## src/rtl/tx_framer_qpsk.sv

```systemverilog
// Burst framer for the transmit chain: preamble, 16-bit length header and payload
// bytes, QPSK-mapped and zero-stuffed to SPS samples per symbol for the DAC path.
module tx_framer_qpsk #(
  parameter int                   SPS       = 2,
  parameter int                   CLK_PER_S = 2,
  parameter int                   PRE_BITS  = 64,
  parameter logic [PRE_BITS-1:0]  PREAMBLE  = 64'hA5F0_3C96_0FF0_5AC3,
  parameter logic signed [15:0]   AMP       = 16'sd1448
) (
  input  logic               i_clk,
  input  logic               i_rst,
  input  logic               i_start,
  input  logic [15:0]        i_len,
  input  logic [7:0]         i_byte,
  input  logic               i_byte_vld,
  output logic               o_byte_rdy,
  output logic signed [15:0] o_toDAC_i,
  output logic signed [15:0] o_toDAC_q,
  output logic               o_toDAC_vld,
  output logic               o_busy,
  output logic               o_done,
  output logic               o_underrun
);

  localparam int CW       = (CLK_PER_S > 1) ? $clog2(CLK_PER_S) : 1;
  localparam int SW       = (SPS > 1) ? $clog2(SPS) : 1;
  localparam int PRE_SYMS = PRE_BITS / 2;

  typedef enum logic [1:0] {IDLE, PRE, HDR, PAY} state_t;

  state_t              state, state_nxt;
  logic [CW-1:0]       clk_cnt;
  logic [SW-1:0]       smp_cnt;
  logic [17:0]         sym_cnt;
  logic [15:0]         len_reg;
  logic [15:0]         fetched;
  logic [PRE_BITS-1:0] pre_sr;
  logic [15:0]         hdr_sr;
  logic [7:0]          shreg;
  logic [7:0]          hold_data;
  logic                hold_vld;

  logic       busy, smp_end, sym_end, last_sym, need_load, underrun, done, take;
  logic [1:0] bits;

  always_comb begin
    busy     = (state != IDLE);
    smp_end  = (clk_cnt == CW'(CLK_PER_S - 1));
    sym_end  = smp_end && (smp_cnt == SW'(SPS - 1));
    last_sym = 1'b0;
    bits     = 2'b00;
    case (state)
      PRE: begin
        last_sym = (sym_cnt == 18'(PRE_SYMS - 1));
        bits     = pre_sr[PRE_BITS-1 -: 2];
      end
      HDR: begin
        last_sym = (sym_cnt == 18'd7);
        bits     = hdr_sr[15:14];
      end
      PAY: begin
        last_sym = (sym_cnt == ({len_reg, 2'b00} - 18'd1));
        bits     = shreg[7:6];
      end
      default: ;
    endcase
    // The first payload byte is loaded at the header's last symbol, so a missing
    // first byte aborts exactly like a missing byte later in the payload.
    need_load = sym_end && ((state == HDR && last_sym && len_reg != '0) ||
                            (state == PAY && sym_cnt[1:0] == 2'd3 && !last_sym));
    underrun  = need_load && !hold_vld;
    done      = sym_end && last_sym && (state == PAY || (state == HDR && len_reg == '0));
    o_byte_rdy = (state == HDR || state == PAY) && !hold_vld && (fetched < len_reg);
    take       = i_byte_vld && o_byte_rdy;
  end

  always_comb begin
    state_nxt = state;
    case (state)
      IDLE: if (i_start) state_nxt = PRE;
      PRE:  if (sym_end && last_sym) state_nxt = HDR;
      HDR:  if (done || underrun) state_nxt = IDLE;
            else if (sym_end && last_sym) state_nxt = PAY;
      PAY:  if (done || underrun) state_nxt = IDLE;
      default: state_nxt = IDLE;
    endcase
  end

  always_ff @(posedge i_clk) begin
    if (i_rst) state <= IDLE;
    else       state <= state_nxt;
  end

  always_ff @(posedge i_clk) begin
    if (i_rst) begin
      clk_cnt   <= '0;
      smp_cnt   <= '0;
      sym_cnt   <= '0;
      len_reg   <= '0;
      fetched   <= '0;
      pre_sr    <= '0;
      hdr_sr    <= '0;
      shreg     <= '0;
      hold_data <= '0;
      hold_vld  <= 1'b0;
    end else if (state == IDLE) begin
      clk_cnt <= '0;
      smp_cnt <= '0;
      sym_cnt <= '0;
      if (i_start) begin
        len_reg  <= i_len;
        hdr_sr   <= i_len;
        pre_sr   <= PREAMBLE;
        fetched  <= '0;
        hold_vld <= 1'b0;
      end
    end else begin
      clk_cnt <= smp_end ? '0 : clk_cnt + 1'b1;
      if (smp_end) smp_cnt <= sym_end ? '0 : smp_cnt + 1'b1;
      if (sym_end) begin
        sym_cnt <= last_sym ? '0 : sym_cnt + 18'd1;
        case (state)
          PRE:     pre_sr <= pre_sr << 2;
          HDR:     hdr_sr <= hdr_sr << 2;
          PAY:     if (!need_load) shreg <= shreg << 2;
          default: ;
        endcase
      end
      if (take) begin
        hold_data <= i_byte;
        hold_vld  <= 1'b1;
        fetched   <= fetched + 16'd1;
      end
      if (need_load && hold_vld) begin
        shreg    <= hold_data;
        hold_vld <= 1'b0;
      end
    end
  end

  assign o_busy      = busy;
  assign o_done      = done;
  assign o_underrun  = underrun;
  assign o_toDAC_vld = busy && (clk_cnt == '0);
  assign o_toDAC_i   = (busy && smp_cnt == '0) ? (bits[1] ? -AMP : AMP) : '0;
  assign o_toDAC_q   = (busy && smp_cnt == '0) ? (bits[0] ? -AMP : AMP) : '0;

endmodule

```

## config.mk

```make
export PLATFORM = sky130hd
export DESIGN_NAME = tx_framer_qpsk
export DESIGN_NICKNAME = d
export VERILOG_FILES = /design/src/rtl/tx_framer_qpsk.sv
export SDC_FILE = /design/constraint.sdc
export NUM_CORES = 1
export LEC_CHECK = 0
export ABC_AREA = 1
export BUFFER_PORTS_ARGS = -buffer_cell sky130_fd_sc_hd__buf_2
export CORE_UTILIZATION = 55
export CTS_BUF_LIST = sky130_fd_sc_hd__clkbuf_8 sky130_fd_sc_hd__clkbuf_16
export DETAILED_ROUTE_END_ITERATION = 8
export GPL_ROUTABILITY_DRIVEN = 0
export PLACE_DENSITY = 0.74
export SYNTH_ARGS = -nofsm -noshare
export SYNTH_HDL_FRONTEND = slang
export SYNTH_SLANG_ARGS = --single-unit
export TNS_END_PERCENT = 10
```

## constraint.sdc

```tcl
create_clock -name i_clk -period 3.35 [get_ports i_clk]
set_clock_uncertainty 0.2 [all_clocks]
set_input_delay 0.335 -clock i_clk [delete_from_list [all_inputs] [get_ports i_clk]]
set_output_delay 0.335 -clock i_clk [all_outputs]
set_load 0.005 [all_outputs]
```

* Yosys cells after proc, flatten, opt, wreduce, memory -nomap -nowiden
Index checks and enable logic that the tools add are counted.
** Storage, ports and cells
- Flip-flop bits (word level) :: 151
- Input port bits :: 28
- Word-level logic and storage cells :: 108
** Operators by class
- Equal/unequal tests :: 12
- $add $sub $neg :: 5
- Reduce and logical (&&, ||, !) cells :: 43
- Multiplexer cells :: 33
- Order comparisons :: 1
- Bitwise gates (word level) :: 3
** Operators with widths (number)
- $mux W64 :: 4
- $mux W16 :: 11
- $mux W8 :: 4
- $add A18 B1 Y18 const B :: 1
- $eq A18 B18 Y1 :: 1
- $eq A18 B3 Y1 const B :: 1
- $eq A18 B5 Y1 const B :: 1
- $mux W18 :: 1
- $sub A18 B1 Y18 const B :: 1
- $add A16 B1 Y16 const B :: 1
- $logic_and A1 B1 Y1 :: 16
- $logic_not A16 Y1 :: 1
- $lt A16 B16 Y1 :: 1
- $reduce_bool A16 Y1 :: 1
- $reduce_bool A2 Y1 :: 7
- $mux W2 :: 5
- $pmux W2 S4 :: 1
- $reduce_and A2 Y1 :: 4
- $reduce_and A4 Y1 :: 2
- $eq A2 B2 Y1 const B :: 3
- $pmux W2 S3 :: 1
- $reduce_and A3 Y1 :: 2
- $mux W1 :: 5
- $logic_or A1 B1 Y1 :: 4
- other kinds (12) :: 18

* Depth between registers and ports, before layout
- Depth in word-level cells :: 11
- Depth in mapped cells :: 23

* Worst setup path before layout
OpenSTA, ideal clock, no wires.
- Path type :: register -> register
- From :: register len_reg[0]
- To :: register shreg[2]
- Arrival :: 2.142 ns
- Path buffers :: 0
- Cell stages (with the launch flop) :: 20
- Setup time :: 0.113 ns
- Path slack :: 0.895 ns
- Cell sequence :: dfxtp_1 inv_2 ha_1 nand2_4 nor2_8 nand2_4 nand2_2 nand3_1 nand2_1 nand2_2 nor2_2 nand2_2 nor2_4 nand3_2 nand3_4 inv_4 a21oi_4 inv_2 nor2_1 nor2_1
** Between the ends
- Longest elaborated chain between the ends :: 10
- Elaborated cells between the ends (all ways) :: 16
** Ends and longest elaborated chain
- start: declaration :: RTL line 35 : logic [15:0] len_reg;
- start signal: assignment :: RTL line 111 : len_reg <= i_len;
- $sub A18 B1 Y18 :: RTL line 62 : last_sym = (sym_cnt == ({len_reg, 2'b00} - 18'd1));
- $eq A18 B18 Y1 :: RTL line 62
- $pmux W1 S3 :: RTL line 52 : case (state)
- $logic_and A1 B1 Y1 / $logic_not A1 Y1 (equally long branches) :: RTL line 69, 70
- $logic_and A1 B1 Y1 (on tied branches) :: RTL line 69, 70
- $logic_or A1 B1 Y1 * :: RTL line 69 : need_load = sym_end && ((state == HDR && last_sym && len_reg != '0) ||
- $logic_and A1 B1 Y1 * :: RTL line 69
- $logic_and A1 B1 Y1 :: RTL line 134 : if (need_load && hold_vld) begin
- $ne A2 B1 Y1 (no line) / $reduce_bool A2 Y1 (equally long branches)
- $reduce_and A4 Y1 (no line)
- end signal: assignment :: RTL line 125 : PAY: if (!need_load) shreg <= shreg << 2;
- end signal: assignment :: RTL line 135 : shreg <= hold_data;
- end: declaration :: RTL line 39 : logic [7:0] shreg;
Mark *: on every way between the ends. The rest lies on a longest branch, timed or not.
A chain may end at the register's enable or synchronous reset.

* Worst setup path in the final report
- From :: register len_reg[0]
- To :: output o_underrun
** Between the ends
- Longest elaborated chain between the ends :: 8
- Elaborated cells between the ends (all ways) :: 11
** Ends and longest elaborated chain
- $sub A18 B1 Y18 :: RTL line 62
- $eq A18 B18 Y1 :: RTL line 62
- $pmux W1 S3 :: RTL line 52
- $logic_and A1 B1 Y1 / $logic_not A1 Y1 (equally long branches) :: RTL line 69, 70
- $logic_and A1 B1 Y1 (on tied branches) :: RTL line 69, 70
- $logic_or A1 B1 Y1 * :: RTL line 69
- $logic_and A1 B1 Y1 * :: RTL line 69
- $logic_and A1 B1 Y1 * :: RTL line 71 : underrun = need_load && !hold_vld;
- end: declaration :: RTL line 22 : output logic o_underrun
Marks and branches as above.

==> reports/metrics.cfg <==
[grt]
track_usage_pct=27.13
grt_pass1_vias=6212
grt_pass1_wl_mm=29.97
antenna_found_initial=0
grt-ovfl-total=0
grt_max_degree=45

[setup_path]
worstPathMaxFanout=5
arrival_ns=2.59
cp.required_ns=2.81
r2r_cells=13
critPathLaunch=len_reg[0]$_SDFFE_PP0P_
crit_type=reg2out
rrSetupSlack_ns=0.25
end_kind=primary output
regToRegEndpoint=len_reg[12]$_SDFFE_PP0P_
r2r-start=state[0]$_SDFFE_PP0P_
worstSetupStartpointType=flip-flop

[cells_and_area]
final_util_pct=64.55
drive_gt1_share_pct=15.50
largest-register=pre_sr
antenna_cells=0
area_growth_pct=15.07
nNetsFinal=1130
largest_reg_flops=60
reg.largest.list=pre_sr x60, sym_cnt x18

[synth]
async_flop_share_pct=0
synth_cells=1032
synth_edf_count=0
yosysTopAreaCellShare_pct=39.77
ys.warnings.count=0
ys_seq_area_share_pct=39.77
synth_area_leaders=dfxtp_1 (40%), nand2_1 (10%), nand3_1 (6.5%), inv_1 (6.3%), o21ai_0 (6.0%)
syn-cell-area_sq_um=7400
synth.distinct_cells=47
avgSynthCellArea_sq_um=7.170
netlist.top_cell.by_area=dfxtp_1
ys_seq_elements=147
synthFlopType=dfxtp_1

[hold_path]
hold_class=in2reg
hold_end=hdr_sr[12]$_SDFFE_PP0P_
hold_depth=3
min_from=i_len[12]

[clocking]
cts-root-buf=clkbuf_16
cts_tree=yes
clk_latency_ns=0.43
path_clk_slew_ns=0.06
cts_made_buffers=17
cts_sinks=147
htree_levels=4
cts_buffer_depth=2

[die]
rows=42
core_area_sq_um=13190
ios=65
die_area_sq_um=13920
die_x_microns=118.0
die_h_microns=118.0
start_util_pct=56.10

[placed_design]
port_buffers=58
hpwl_mm=12.93

[timing]
finalCritPeriodShare_pct=93.20
final-setup-viol-count=0
relSlewSlack_pct=49.92
min_period_ns=3.122
maxSlewViolCount=0
finalSetupTns_ns=0
worst_pin_slew_ns=0.7485
max_freq_mhz=320.3
hold_violations=0

[routing]
ant_nets=0
totalWireLength_mm=18.34
drt-initial-drc-count=411
drc_errors=0
viasPerCell=5.344
wl_per_cell_microns=14.41
num_vias=6803
drt_first_pass_iters=7

[status]
outcome=complete, no violations

[pwr]
p_leak_nw=3.762
power_density_nw_per_um2=561.1
power.total_mw=4.778
vdd.ir_drop.worst_v=0.0004591

[flow_run]
drv_cap=0

worst max-delay path by stage:
stage	slack, ns	end
after global placement	0.42	fetched[4]$_SDFFE_PP0P_
after detailed placement	0.39	sym_cnt[6]$_SDFFE_PP0P_
final	0.23	o_underrun
after global routing	-0.05	o_done
after CTS	0.13	o_underrun
after floorplan	0.89	shreg[2]$_SDFFE_PP0P_
where the power goes:
group          switching, mW  leakage [nW]  internal (mW)
Clock                  0.782         0.303           1.18
Sequential            0.0796          1.20           1.89
Combinational          0.572          2.26          0.277
Total                   1.43          3.76           3.34
through the flow:
step                hold slack [ns]  cell area, sq um  instances  setup WS, ns
global placement             0.2363              7635       1217        0.4243
detailed placement           0.2398              7635       1217        0.3867
global route                0.01275              8514       1273      -0.04716
finish                      0.02013              8514       1273        0.2279
floorplan                    0.2227              7418       1037        0.8948
CTS                        0.005064              8449       1270        0.1281
layer usage:
metal,up-vias,GRT usage (%),wire [microns]
met5,-,0,0
met4,0,13.70,645
met3,48,5.329,861
met2,201,45.33,8641
met1,3094,33.11,8195
li1,3460,-,-
layout make-up:
cell class | instances | area (sq um)
clock inverter | 15 | 178.9
inverter | 134 | 510.5
timing repair buffer | 97 | 635.6
fill | 1206 | 4676
clock buffer | 17 | 425.4
multi-input combinational | 687 | 3596
tap | 176 | 220.2
sequential | 147 | 2948
synth_stat cells (10+ instances only):
library cell and n:
nand3_1 96, ha_1 18, buf_4 29, dfxtp_1 147, o21ai_1 10, a21oi_1 51
nand2_1 204, a31oi_1 15, o21ai_0 89, inv_1 124, xor2_1 12, nor2_1 81
clkbuf_1 26, nand4_1 17
cells in the final DEF, fill, tap and decap left out, types with 6 or more instances in the layout:
master / n
nand2_1: 203
dfxtp_1: 145
inv_1: 123
nand3_1: 95
o21ai_0: 89
nor2_1: 81
buf_2: 58
a21oi_1: 51
dlygate4sd3_1: 21
buf_4: 18
nand4_1: 17
ha_1: 17
clkbuf_16: 17
a31oi_1: 15
xor2_1: 12
inv_2: 10
o21ai_1: 10
nand2_2: 10
nor3_1: 8
nor2_2: 8
o22ai_1: 8
a221oi_1: 6
o21ai_2: 6
conb_1: 6
logic make-up (layout without fill, tap and decap cells):
group | after synthesis | after routing | share of synthesized area [%]
compound gates | 198 | 198 | 14.98
simple gates | 452 | 452 | 28.12
xor+xnor | 13 | 13 | 1.640
other cells | 1 | 6 | 0.05068
fa+ha+maj | 18 | 18 | 3.044
flops | 147 | 147 | 39.77
buf+inv | 203 | 263 | 12.39
what timing repair did:
action | 4_1_cts | 5_1_grt
hold buffers | 21 | 0
setup endpoints to repair | 0 | 10
buffers inserted | 0 | 3
hold endpoints to repair | 33 | 0
gates resized for setup | 0 | 14
worst max-delay path, stage by stage (launching register included):
cell and delay [ns]:
dfxtp_4 0.37, inv_4 0.05, ha_2 0.30, inv_1 0.03
nand2_1 0.06, nand2_1 0.05, nand2_1 0.06, nand3_1 0.09
nor2_1 0.12, nand2_1 0.08, nor2_1 0.09, nand2_1 0.06
nor2_1 0.09, nand2_1 0.09, nor2_4 0.17, nand3_4 0.11
nand2_4 0.10, nand3_4 0.09, inv_1 0.06, buf_2 0.10
(Power assumes the default switching activity.)
